## src/rtl/spi_slave_param.sv

```systemverilog
// SPI slave front-end for the single-port RAM path. One frame per ss_n low
// period: a 2-bit command, then a DATA_W-bit payload, MSB first. Read-data
// frames return a RAM word on miso, loaded through a tx handshake with timeout.
module spi_slave_param #(
    parameter int unsigned DATA_W     = 8,
    parameter int unsigned TX_TIMEOUT = 16
) (
    input  logic              clk,
    input  logic              rst_n,
    input  logic              ss_n,
    input  logic              mosi,
    output logic              miso,
    output logic [DATA_W+1:0] rx_data,
    output logic              rx_valid,
    input  logic [DATA_W-1:0] tx_data,
    input  logic              tx_valid,
    output logic              read_pending,
    output logic              err,
    output logic [1:0]        err_code
);

    localparam int unsigned CNT_W = $clog2(DATA_W + 1);
    // Keep the wait counter at least one bit wide when the timeout is disabled.
    localparam int unsigned TO_W  = (TX_TIMEOUT < 2) ? 1 : $clog2(TX_TIMEOUT + 1);

    localparam logic [1:0] CmdRdAddr = 2'b10;
    localparam logic [1:0] CmdRdData = 2'b11;

    localparam logic [1:0] ErrAbort   = 2'b01;
    localparam logic [1:0] ErrNoRead  = 2'b10;
    localparam logic [1:0] ErrTimeout = 2'b11;

    typedef enum logic [2:0] {
        StIdle,
        StCmd,
        StRx,
        StWaitTx,
        StTx,
        StDone
    } state_e;

    state_e              state_q, state_d;
    logic [1:0]          cmd_q, cmd_d;
    logic [CNT_W-1:0]    cnt_q, cnt_d;
    logic [TO_W-1:0]     wait_q, wait_d;
    logic [DATA_W-1:0]   shreg_q, shreg_d;
    logic                miso_q, miso_d;
    logic [DATA_W+1:0]   rx_data_q, rx_data_d;
    logic                rx_valid_q, rx_valid_d;
    logic                rp_q, rp_d;
    logic                err_q, err_d;
    logic [1:0]          err_code_q, err_code_d;

    // Next-state and output logic; ss_n high outranks every other event.
    always_comb begin
        state_d    = state_q;
        cmd_d      = cmd_q;
        cnt_d      = cnt_q;
        wait_d     = wait_q;
        shreg_d    = shreg_q;
        miso_d     = miso_q;
        rx_data_d  = rx_data_q;
        rx_valid_d = 1'b0;
        rp_d       = rp_q;
        err_d      = 1'b0;
        err_code_d = err_code_q;

        if (state_q != StIdle && ss_n) begin
            state_d = StIdle;
            miso_d  = 1'b0;
            if (state_q != StDone) begin
                err_d      = 1'b1;
                err_code_d = ErrAbort;
            end
        end else begin
            unique case (state_q)
                StIdle: begin
                    if (!ss_n) begin
                        cmd_d[1] = mosi;
                        state_d  = StCmd;
                    end
                end
                StCmd: begin
                    cmd_d[0] = mosi;
                    if ({cmd_q[1], mosi} == CmdRdData && !rp_q) begin
                        err_d      = 1'b1;
                        err_code_d = ErrNoRead;
                        state_d    = StDone;
                    end else begin
                        cnt_d   = '0;
                        state_d = StRx;
                    end
                end
                StRx: begin
                    shreg_d = {shreg_q[DATA_W-2:0], mosi};
                    if (cnt_q == CNT_W'(DATA_W - 1)) begin
                        rx_valid_d = 1'b1;
                        rx_data_d  = {cmd_q, shreg_q[DATA_W-2:0], mosi};
                        if (cmd_q == CmdRdAddr) begin
                            rp_d = 1'b1;
                        end
                        if (cmd_q == CmdRdData) begin
                            wait_d  = '0;
                            state_d = StWaitTx;
                        end else begin
                            state_d = StDone;
                        end
                    end else begin
                        cnt_d = cnt_q + CNT_W'(1);
                    end
                end
                StWaitTx: begin
                    if (tx_valid) begin
                        shreg_d = tx_data;
                        miso_d  = tx_data[DATA_W-1];
                        cnt_d   = CNT_W'(1);  // bits already placed on miso
                        state_d = StTx;
                    end else if (TX_TIMEOUT != 0 && wait_q == TO_W'(TX_TIMEOUT - 1)) begin
                        err_d      = 1'b1;
                        err_code_d = ErrTimeout;
                        state_d    = StDone;
                    end else begin
                        wait_d = wait_q + TO_W'(1);
                    end
                end
                StTx: begin
                    if (cnt_q == CNT_W'(DATA_W)) begin
                        rp_d    = 1'b0;
                        miso_d  = 1'b0;
                        state_d = StDone;
                    end else begin
                        shreg_d = {shreg_q[DATA_W-2:0], 1'b0};
                        miso_d  = shreg_q[DATA_W-2];
                        cnt_d   = cnt_q + CNT_W'(1);
                    end
                end
                StDone: begin
                    miso_d = 1'b0;
                end
                default: begin
                    state_d = StIdle;
                    miso_d  = 1'b0;
                end
            endcase
        end
    end

    // State and output registers.
    always_ff @(posedge clk or negedge rst_n) begin
        if (!rst_n) begin
            state_q    <= StIdle;
            cmd_q      <= '0;
            cnt_q      <= '0;
            wait_q     <= '0;
            shreg_q    <= '0;
            miso_q     <= 1'b0;
            rx_data_q  <= '0;
            rx_valid_q <= 1'b0;
            rp_q       <= 1'b0;
            err_q      <= 1'b0;
            err_code_q <= '0;
        end else begin
            state_q    <= state_d;
            cmd_q      <= cmd_d;
            cnt_q      <= cnt_d;
            wait_q     <= wait_d;
            shreg_q    <= shreg_d;
            miso_q     <= miso_d;
            rx_data_q  <= rx_data_d;
            rx_valid_q <= rx_valid_d;
            rp_q       <= rp_d;
            err_q      <= err_d;
            err_code_q <= err_code_d;
        end
    end

    assign miso         = miso_q;
    assign rx_data      = rx_data_q;
    assign rx_valid     = rx_valid_q;
    assign read_pending = rp_q;
    assign err          = err_q;
    assign err_code     = err_code_q;

endmodule

```

## config.mk

```make
export PLATFORM = sky130hd
export DESIGN_NAME = spi_slave_param
export DESIGN_NICKNAME = d
export VERILOG_FILES = /design/src/rtl/spi_slave_param.sv
export SDC_FILE = /design/constraint.sdc
export NUM_CORES = 1
export LEC_CHECK = 0
export ABC_CLOCK_PERIOD_IN_PS = 2400
export CORE_UTILIZATION = 40
export CTS_CLUSTER_DIAMETER = 50
export DETAILED_ROUTE_END_ITERATION = 8
export GPL_TIMING_DRIVEN = 0
export SLEW_MARGIN = 30
export SYNTH_ARGS = -nofsm -noshare
export SYNTH_HDL_FRONTEND = slang
export SYNTH_SLANG_ARGS = --single-unit
```

## constraint.sdc

```tcl
create_clock -name clk -period 2.4 [get_ports clk]
set_clock_uncertainty 0.1 [all_clocks]
set_input_delay 0.48 -clock clk [delete_from_list [all_inputs] [get_ports clk]]
set_output_delay 0.48 -clock clk [all_outputs]
set_load 0.1 [all_outputs]
```

==> results.cfg, run 1 <==
[outcome]
outcome = finished clean

[critical_path]
crit_chain = clkdlybuf4s50_1
required_ns = 1.82
critPathMaxFanout = 2
crit_path_top_delay_cell = clkdlybuf4s50_1
crit_type = reg2out
critical-path-max-stage-delay_ns = 1.13
crit_family = buffers and inverters
crit_path_end_kind = primary output
path_buf_inv = 1
crit_path_start_kind = flop
arrival_ns = 1.79

[synth]
synth_top_area_cell = dfrtp_1
synthTopCellsByArea = dfrtp_1, mux2_2, ha_1
synth_most_common_cell = dfrtp_1
seq_area_frac_synth_pct = 45.01
synth_fp_nets = 206
synthCells = 188
synth_cell_types = 49
synth_edf_count = 0
syn_area_per_cell_sq_um = 10.94
yosysTopAreaCellShare_pct = 45.01
synth_common_cells = dfrtp_1, mux2_2, nor2_1
synth-warning-count = 0
yosys_register_bits = 37
synthArstFlopShare_pct = 100.0
synth_area_sq_um = 2057
synth_flop_cell = dfrtp_1

[job]
maxCapViolCount = 0

[detailed_routing]
final_antenna_net_count = 0
firstDrtPassIters = 4
drc = 0
drt_iter0_drc = 202
wirelength_mm = 4.974
wire_per_inst_microns = 17.03
routed_via_density = 5.716
vias = 1669

[placed_design]
io_buffers = 28
place_area_sq_um = 2444
gp_routability_congestion = 0.9199
hpwl_mm = 3.638
place_inst = 284

[finish]
post-route-util_pct = 52.67
final_area_sq_um = 2554
num-fill-cells = 437
syn_to_final_growth_pct = 24.15
diodes = 0
drive_above_1_share_pct = 20.89
nets = 242
final_cell_count_no_fill = 292

[min_path]
hold_path_class = in2async

[die]
chipWidth_microns = 73.71
initial_core_util_pct = 42.43
core_sq_um = 4848
fp.dieArea_sq_um = 5433
pin_count = 29
fp-row-count = 25
die_h_microns = 73.71

[clock_network]
clock-root-buffer = clkbuf_8
clkTransAtPathRegs_ns = 0.08
clock_path_buffers = 2
cts_tree = built
cts_max_level = 2
post_cts_buffers = 0
clk_latency_ns = 0.29
cts_sinks = 37
numCtsBuffers = 5

[sta]
tightest_slew_ns = 0.9699
setup_viol = 0
fin_crit_ns = 2.369
rsz0062_at_grt = true
timing.fmax_mhz = 422.2
slew_headroom_pct = 35.13
slew_viol_final = 0
fin_crit_sh_pct = 98.69
hold_violations = 0

[grt]
antenna_found_initial = 0
grt_max_degree = 22
grt_overflow = 0
grt_pass1_vias = 1690
grt_use_total_pct = 19.96
grt_pass1_wl_mm = 8.093

[pwr]
finalPower_mw = 2.628
power_density_nw_per_um2 = 1029
peakVddDrop_mv = 0.4319
leakagePower_nw = 1.196
logic make-up (layout without fill, tap and decap cells):
group                      after synthesis  after routing  share of synthesized area [%]
buffers and inverters                   18             55                          4.075
AOI/OAI and AO/OA                       44             44                          15.82
adders and majority gates                5              5                          3.041
and+or+nand+nor                         54             54                          15.88
muxes                                   30             30                          16.18
DFF                                     37             37                          45.01
final cells by class:
type                    count  area, sq um  area share (%)
flip-flops and latches     37        925.9           36.26
clock inverters             2        10.01          0.3920
inverters                   6        22.52          0.8819
multi-input cells         133         1064           41.65
well taps                  67        83.83           3.283
repair buffers             29        314.1           12.30
plain buffers              12        61.31           2.401
clock buffers               6        72.57           2.842
registers in the layout (all words and copies together) (netlist names):
signal and cells:
cmd_q 2, rx_data 10, err_code 2, err 1, shreg_q 7, miso 1, state_q 3, cnt_q 4
rx_valid 1, wait_q 5, read_pending 1
where the power goes:
part,internal [mW],switching [mW],total (mW)
registers,0.762,0.131,0.893
clock network,0.201,0.222,0.423
logic,0.495,0.817,1.31
cell usage in the layout (no fill, tap or decap), drive strengths merged, types with 4 or more instances in the layout:
| cell type | count |
|---|---|
| ha | 5 |
| nand2 | 6 |
| clkbuf | 11 |
| dlymetal6s2s | 5 |
| a211oi | 4 |
| nor2b | 4 |
| nand2b | 5 |
| mux2 | 26 |
| nand3b | 5 |
| nor2 | 10 |
| dfrtp | 37 |
| inv | 6 |
| clkdlybuf4s50 | 21 |
| mux2i | 4 |
| o31ai | 4 |
| a21oi | 7 |
| o41ai | 4 |
| o21ai | 6 |
| buf | 9 |
worst paths after layout:
kind,startpoint,cells past startpoint,endpoint,slack [ns]
max reg2reg,wait_q[0],7,wait_q[3],0.10
max,miso,1,miso,0.03
max in group asynchronous,rst_n,2,cmd_q[0],1.72
min in group clk,rx_data[6],1,rx_data[6],0.41
min reg2reg,rx_data[6],1,rx_data[6],0.41
min,rst_n,1,state_q[2],0.02
layer usage:
layer  up-vias  GRT usage [%]  share of wire [%]
li1        778              -                  -
met5         -              0                  0
met3        13          5.487                6.6
met2        71          33.03                 47
met1       807          24.89                 44
met4         0          7.265                2.6
through the flow:
step / hold WS [ns] / setup TNS [ns] / setup WS [ns]
after detailed placement: 0.3531 / -2.613 / -0.2288
after global placement: 0.3724 / -6.265 / -0.1978
after floorplan: 0.08441 / 0 / 0.04481
final: 0.02086 / 0 / 0.03143
after global routing: 0.03993 / -0.01560 / -0.01560
after CTS: 0.03814 / 0 / 0.005465
timing repair:
action                                  CTS  global route
endpoints found under the setup margin    1            11
gates resized for setup                   1             9
hold buffers                              0             0
(Power assumes the default switching activity.)
==> run 2: changes to the inputs <==
Settings changed: CTS_BUF_LIST from default to sky130_fd_sc_hd__clkbuf_16, MAX_ROUTING_LAYER from default to met4.
==> run 2 against run 1 <==
  * Critical path type unchanged
  * Routed wire length grew 2.8%
  * Non-clock buffer count unchanged
  * Register-to-register slack is essentially flat
  * Combinational power about the same
  * Clock power grew 74%
  * Die area stayed put
  * Via count about the same
  * Critical path depth unchanged
  * Final area increased by 3.1%
  * Final cell count is the same
  * Largest cell class unchanged
  * Sequential cell count unchanged
==> results.cfg, run 2 (same netlist as run 1, synthesis figures left out) <==
[critical_path]
crit_path_end_kind = primary output
reg2reg_to = wait_q[2]
crit_path_top_delay_cell = clkdlybuf4s50_1
crit_chain = clkdlybuf4s50_1
path_buf_inv = 1
reg2reg_depth = 7
crit_type = reg2out
crit_path_start_kind = flop
arrival_ns = 1.79
crit_path_end = err_code[0]
r2r_start = wait_q[0]
crit_family = buffers and inverters
required_ns = 1.82
reg2reg_slack_ns = 0.11
critPathLaunch = err_code[0]
critical-path-max-stage-delay_ns = 1.14
critPathMaxFanout = 3
crit_cells = 1

[sta]
hold_violations = 0
slew_viol_final = 0
timing.fmax_mhz = 422.2
slew_headroom_pct = 33.93
tightest_slew_ns = 0.9880
rsz0062_at_grt = false
hold_ws_ns = 0.01419
setup_viol = 0
fin_crit_sh_pct = 98.69
worst_slack_ns = 0.03140
fin_crit_ns = 2.369

[pwr]
seq_power_share_pct = 30.4
leakagePower_nw = 1.185
power.share.clock_pct = 25.1
finalPower_mw = 2.945
internal_power_mw = 1.746
power_density_nw_per_um2 = 1118
peakVddDrop_mv = 0.5927
p_comb_share_pct = 44.5
p_switching_mw = 1.199
swShare_pct = 40.71

[die]
fp.dieArea_sq_um = 5433
chipWidth_microns = 73.71
fp-row-count = 25
core_sq_um = 4848
pin_count = 29
die_h_microns = 73.71
initial_core_util_pct = 42.43

[finish]
seq_area_sq_um = 925.9
final_common_cell = dfrtp_1
num-fill-cells = 424
drive_above_1_share_pct = 21.33
multi_input_area_sq_um = 1067
nets = 242
largest_register_ff_count = 10
syn_to_final_growth_pct = 28.04
final_cell_mix = dfrtp_1, mux2_2, clkdlybuf4s50_1, nor2_1, a21oi_1
diodes = 0
final_cell_count_no_fill = 292

[grt]
grt_max_degree = 25
grt_overflow = 0
antenna_found_initial = 0
grt_use_total_pct = 21.79
grt_pass1_vias = 1715
grt_pass1_wl_mm = 8.514

[min_path]
hold_path_class = in2async

[job]
maxCapViolCount = 0

[clock_network]
clock_path_buffers = 2
clkTransAtPathRegs_ns = 0.06
clk_latency_ns = 0.28
post_cts_buffers = 0
clock-root-buffer = clkbuf_16
cts_sinks = 37
numCtsBuffers = 5
cts_max_level = 2
cts_hold_buffers = 0
cts_tree = built

[placed_design]
dp_slack_ns = -0.2321
gp_routability_congestion = 0.9536
io_buffers = 28
place_inst = 284
hpwl_mm = 3.703

[detailed_routing]
final_antenna_net_count = 0
wirelength_mm = 5.111
firstDrtPassIters = 4
drt_iter0_drc = 140
drc = 0
vias = 1670
routed_via_density = 5.719
wire_per_inst_microns = 17.50

[outcome]
outcome = finished clean
## run 2: final cells by class
cell class,count,share of cell area (%)
plain buffers,12,2.328
clock buffers,5,4.751
clock inverters,3,1.568
inverters,6,0.8551
multi-input cells,133,40.52
flip-flops and latches,37,35.15
well taps,67,3.183
repair buffers,29,11.64
## run 2: what timing repair did
| item | 4_1_cts | 5_1_grt |
|---|---|---|
| resized for setup | 1 | 7 |
| setup endpoints to repair | 1 | 9 |
| pin swaps | 0 | 0 |
## run 2: stage by stage
stage / util, % / TNS [ns] / instance area, sq um
3_3_place_gp: 49.94 / -5.171 / 2421
2_1_floorplan: - / 0 / 2057
4_1_cts: 53.81 / 0 / 2609
3_5_place_dp: 50.40 / -2.516 / 2444
6_report: 54.32 / 0 / 2634
5_1_grt: 54.32 / 0 / 2634
## run 2: metal layers
| layer | part of all wire [%] | up-vias | track usage (%) |
|---|---|---|---|
| met5 | 0 | - | - |
| met4 | 1.8 | 0 | 6.624 |
| met3 | 6.1 | 8 | 4.664 |
| met2 | 47 | 76 | 35.78 |
| met1 | 45 | 813 | 26.86 |
| li1 | - | 773 | - |
## run 2: worst min path at each step
stage / start / endpoint / slack [ns] / cells after the start
floorplan: rst_n / cmd_q[0] / 0.08 / 0
global placement: wait_q[3] / wait_q[3] / 0.37 / 1
detailed placement: rst_n / state_q[2] / 0.33 / 1
CTS: rst_n / state_q[2] / 0.03 / 1
global route: rst_n / state_q[0] / 0.05 / 1
finish: rst_n / state_q[2] / 0.01 / 1
## run 2: power groups by stage
stage | Clock (mW) | Sequential, mW | Combinational [mW]
2_1_floorplan | 0 | 1.09 | 0.763
3_3_place_gp | 0 | 0.896 | 1.27
3_5_place_dp | 0 | 0.906 | 1.29
4_1_cts | 0.755 | 0.896 | 1.29
5_1_grt | 0.779 | 0.915 | 1.42
6_report | 0.738 | 0.895 | 1.31
==> run 3: changes to the inputs <==
Settings changed: ABC_CLOCK_PERIOD_IN_PS 2400 to 2000, CORE_UTILIZATION 40 to 49, PLACE_DENSITY from default to 0.76.
Clock period 2.4 ns to 2 ns, I/O delays scaled along.
==> run 3 against run 2 <==
  * The flow now finishes with violations (setup timing)
  * Core utilization is 14 points higher
  * Sequential share of layout area is 1.5 points lower
  * Count of clock-buffer cells in the layout stayed put
  * Routed wire length is 3.7% lower
  * Setup slack worse by 0.090 ns
  * Register-to-register slack worse by 0.17 ns
  * Worst hold slack better by 0.38 ns
  * Final cell count is 2.1% lower
  * Global-route usage is 3.1 points higher
  * First-iteration DRC count is 28% lower
  * Combinational power is 34% higher
  * Critical endpoint is now wait_q[1]
  * Highest routed layer unchanged
==> results.cfg, run 3 (same netlist as run 1, synthesis figures left out) <==
[clock_network]
clock-root-buffer = clkbuf_16
clkTransAtPathRegs_ns = 0.06
clock_path_buffers = 2
clk_latency_ns = 0.28
cts_tree = built
numCtsBuffers = 5
cts_sinks = 37
cts_max_level = 2

[detailed_routing]
drc = 0
firstDrtPassIters = 4
drt_iter0_drc = 101
final_antenna_net_count = 0
vias = 1746
wirelength_mm = 4.921
routed_via_density = 6.105
wire_per_inst_microns = 17.21

[sta]
timing.fmax_mhz = 485.7
hold_ws_ns = 0.3955
slew_headroom_pct = 36.43
slew_viol_final = 0
tightest_slew_ns = 0.9573
setup_viol = 3
fin_crit_ns = 2.059
rsz0062_at_grt = true
hold_violations = 0
setup-tns-final_ns = -0.1615
fin_crit_sh_pct = 102.9
worst_slack_ns = -0.05891

[grt]
antenna_found_initial = 0
grt_use_total_pct = 24.85
grt_max_degree = 21
gr-usage-met2_pct = 38.13
grtUsageMet1_pct = 31.99
grt_pass1_wl_mm = 7.893
grt_pass1_vias = 1662
top_usage_layer = met2
grt_use_met3_pct = 5.993
grt_overflow = 0

[critical_path]
crit_type = reg2reg
critPathMaxFanout = 4
critical-path-max-stage-delay_ns = 0.39
crit_path_top_delay_cell = dfrtp_1
arrival_ns = 2.13
crit_path_start_kind = flop
crit_path_end_kind = flop
crit_chain = ha_2 > and3_4 > ha_4 > nor3b_2 > o21ai_2 > nor3_2 > mux2_4
required_ns = 2.07

[finish]
largest_register_ff_count = 10
drive_above_1_share_pct = 35.59
syn_to_final_growth_pct = 34.67
num-fill-cells = 315
final_common_cell = dfrtp_1
diodes = 0
final_area_sq_um = 2770
final_cell_count_no_fill = 286
final_cell_mix = dfrtp_1, mux2_2, buf_4, nor2_1, clkdlybuf4s50_1
nets = 253

[placed_design]
gp_routability_congestion = 0.9108
io_buffers = 28
place_area_sq_um = 2454
place_inst = 267
hpwl_mm = 3.338

[die]
fp.dieArea_sq_um = 4461
pin_count = 29
die_h_microns = 66.79
core_sq_um = 4029
fp-row-count = 23
initial_core_util_pct = 51.06
chipWidth_microns = 66.79

[pwr]
p_switching_mw = 1.489
p_comb_share_pct = 48.9
power.share.clock_pct = 21.0
seq_power_share_pct = 30.1
leakagePower_nw = 1.249
internal_power_mw = 2.108
peakVddDrop_mv = 0.6448
swShare_pct = 41.39
power_density_nw_per_um2 = 1299

[outcome]
outcome = complete, but fails checks
violations = setup timing

[job]
maxCapViolCount = 0

[min_path]
hold_path_class = reg2reg
run 3: changes by cell type in the layout (fill, tap and decap cells not counted), moves of 4 or more:
cell,change
buf_4,+9
clkbuf_2,+5
clkdlybuf4s15_1,+8
clkdlybuf4s50_1,-15
dlygate4sd2_1,+5
ha_1,-4
run 3: repair_timing:
action,CTS,global route
setup endpoints to repair,42,31
hold buffers,1,0
setup buffers,8,2
gates resized for setup,35,32
pin swaps,2,2
endpoints found under the hold margin,17,0
run 3: layout make-up:
| class | count | area (sq um) | share of cell area [%] |
|---|---|---|---|
| multi-input cells | 133 | 1161 | 41.91 |
| flip-flops and latches | 37 | 932.1 | 33.65 |
| repair buffers | 40 | 366.6 | 13.23 |
| clock buffers | 5 | 125.1 | 4.517 |
| plain buffers | 12 | 86.33 | 3.117 |
| well taps | 50 | 62.56 | 2.258 |
| inverters | 6 | 22.52 | 0.8130 |
| clock inverters | 3 | 13.76 | 0.4968 |
run 3: layer usage:
| metal | share of wire, % | wire length [microns] |
|---|---|---|
| met1 | 43 | 2123 |
| met2 | 47 | 2309 |
| met3 | 7.5 | 369 |
| met4 | 2.4 | 119 |
| met5 | 0 | 0 |
run 3: path summary, 6_finish.rpt:
check                          start           end  slack [ns]  cells after the start
max                        wait_q[0]     wait_q[1]       -0.06                      7
min                        wait_q[3]     wait_q[3]        0.40                      1
max reg2reg                wait_q[0]     wait_q[1]       -0.06                      7
min reg2reg                wait_q[3]     wait_q[3]        0.40                      1
max in group asynchronous      rst_n  read_pending        0.83                      3
min in group asynchronous      rst_n      cnt_q[3]        0.49                      2
run 3: stage by stage:
step | util, % | setup WS, ns | power, mW
floorplan | - | 0.01079 | 2.238
global placement | 60.34 | -0.6912 | 2.580
detailed placement | 60.90 | -0.4744 | 2.610
CTS | 66.83 | -0.05092 | 3.442
global route | 68.76 | -0.1216 | 3.792
finish | 68.76 | -0.05891 | 3.597
run 3: critical path, delay by kind of cell, from the launching register on:
| family | cells | cell delay [ns] |
|---|---|---|
| AND/OR/NAND/NOR | 3 | 0.66 |
| AO/OA/AOI/OAI | 1 | 0.10 |
| adder cells (fa/ha/maj) | 2 | 0.36 |
| multiplexers | 1 | 0.33 |
| flip-flops | 1 | 0.39 |
run 3: power groups by stage:
stage	registers, mW	clock network, mW	logic, mW
floorplan	1.31	0	0.924
global placement	1.07	0	1.51
detailed placement	1.08	0	1.53
CTS	1.07	0.769	1.60
global route	1.11	0.797	1.89
finish	1.08	0.757	1.76
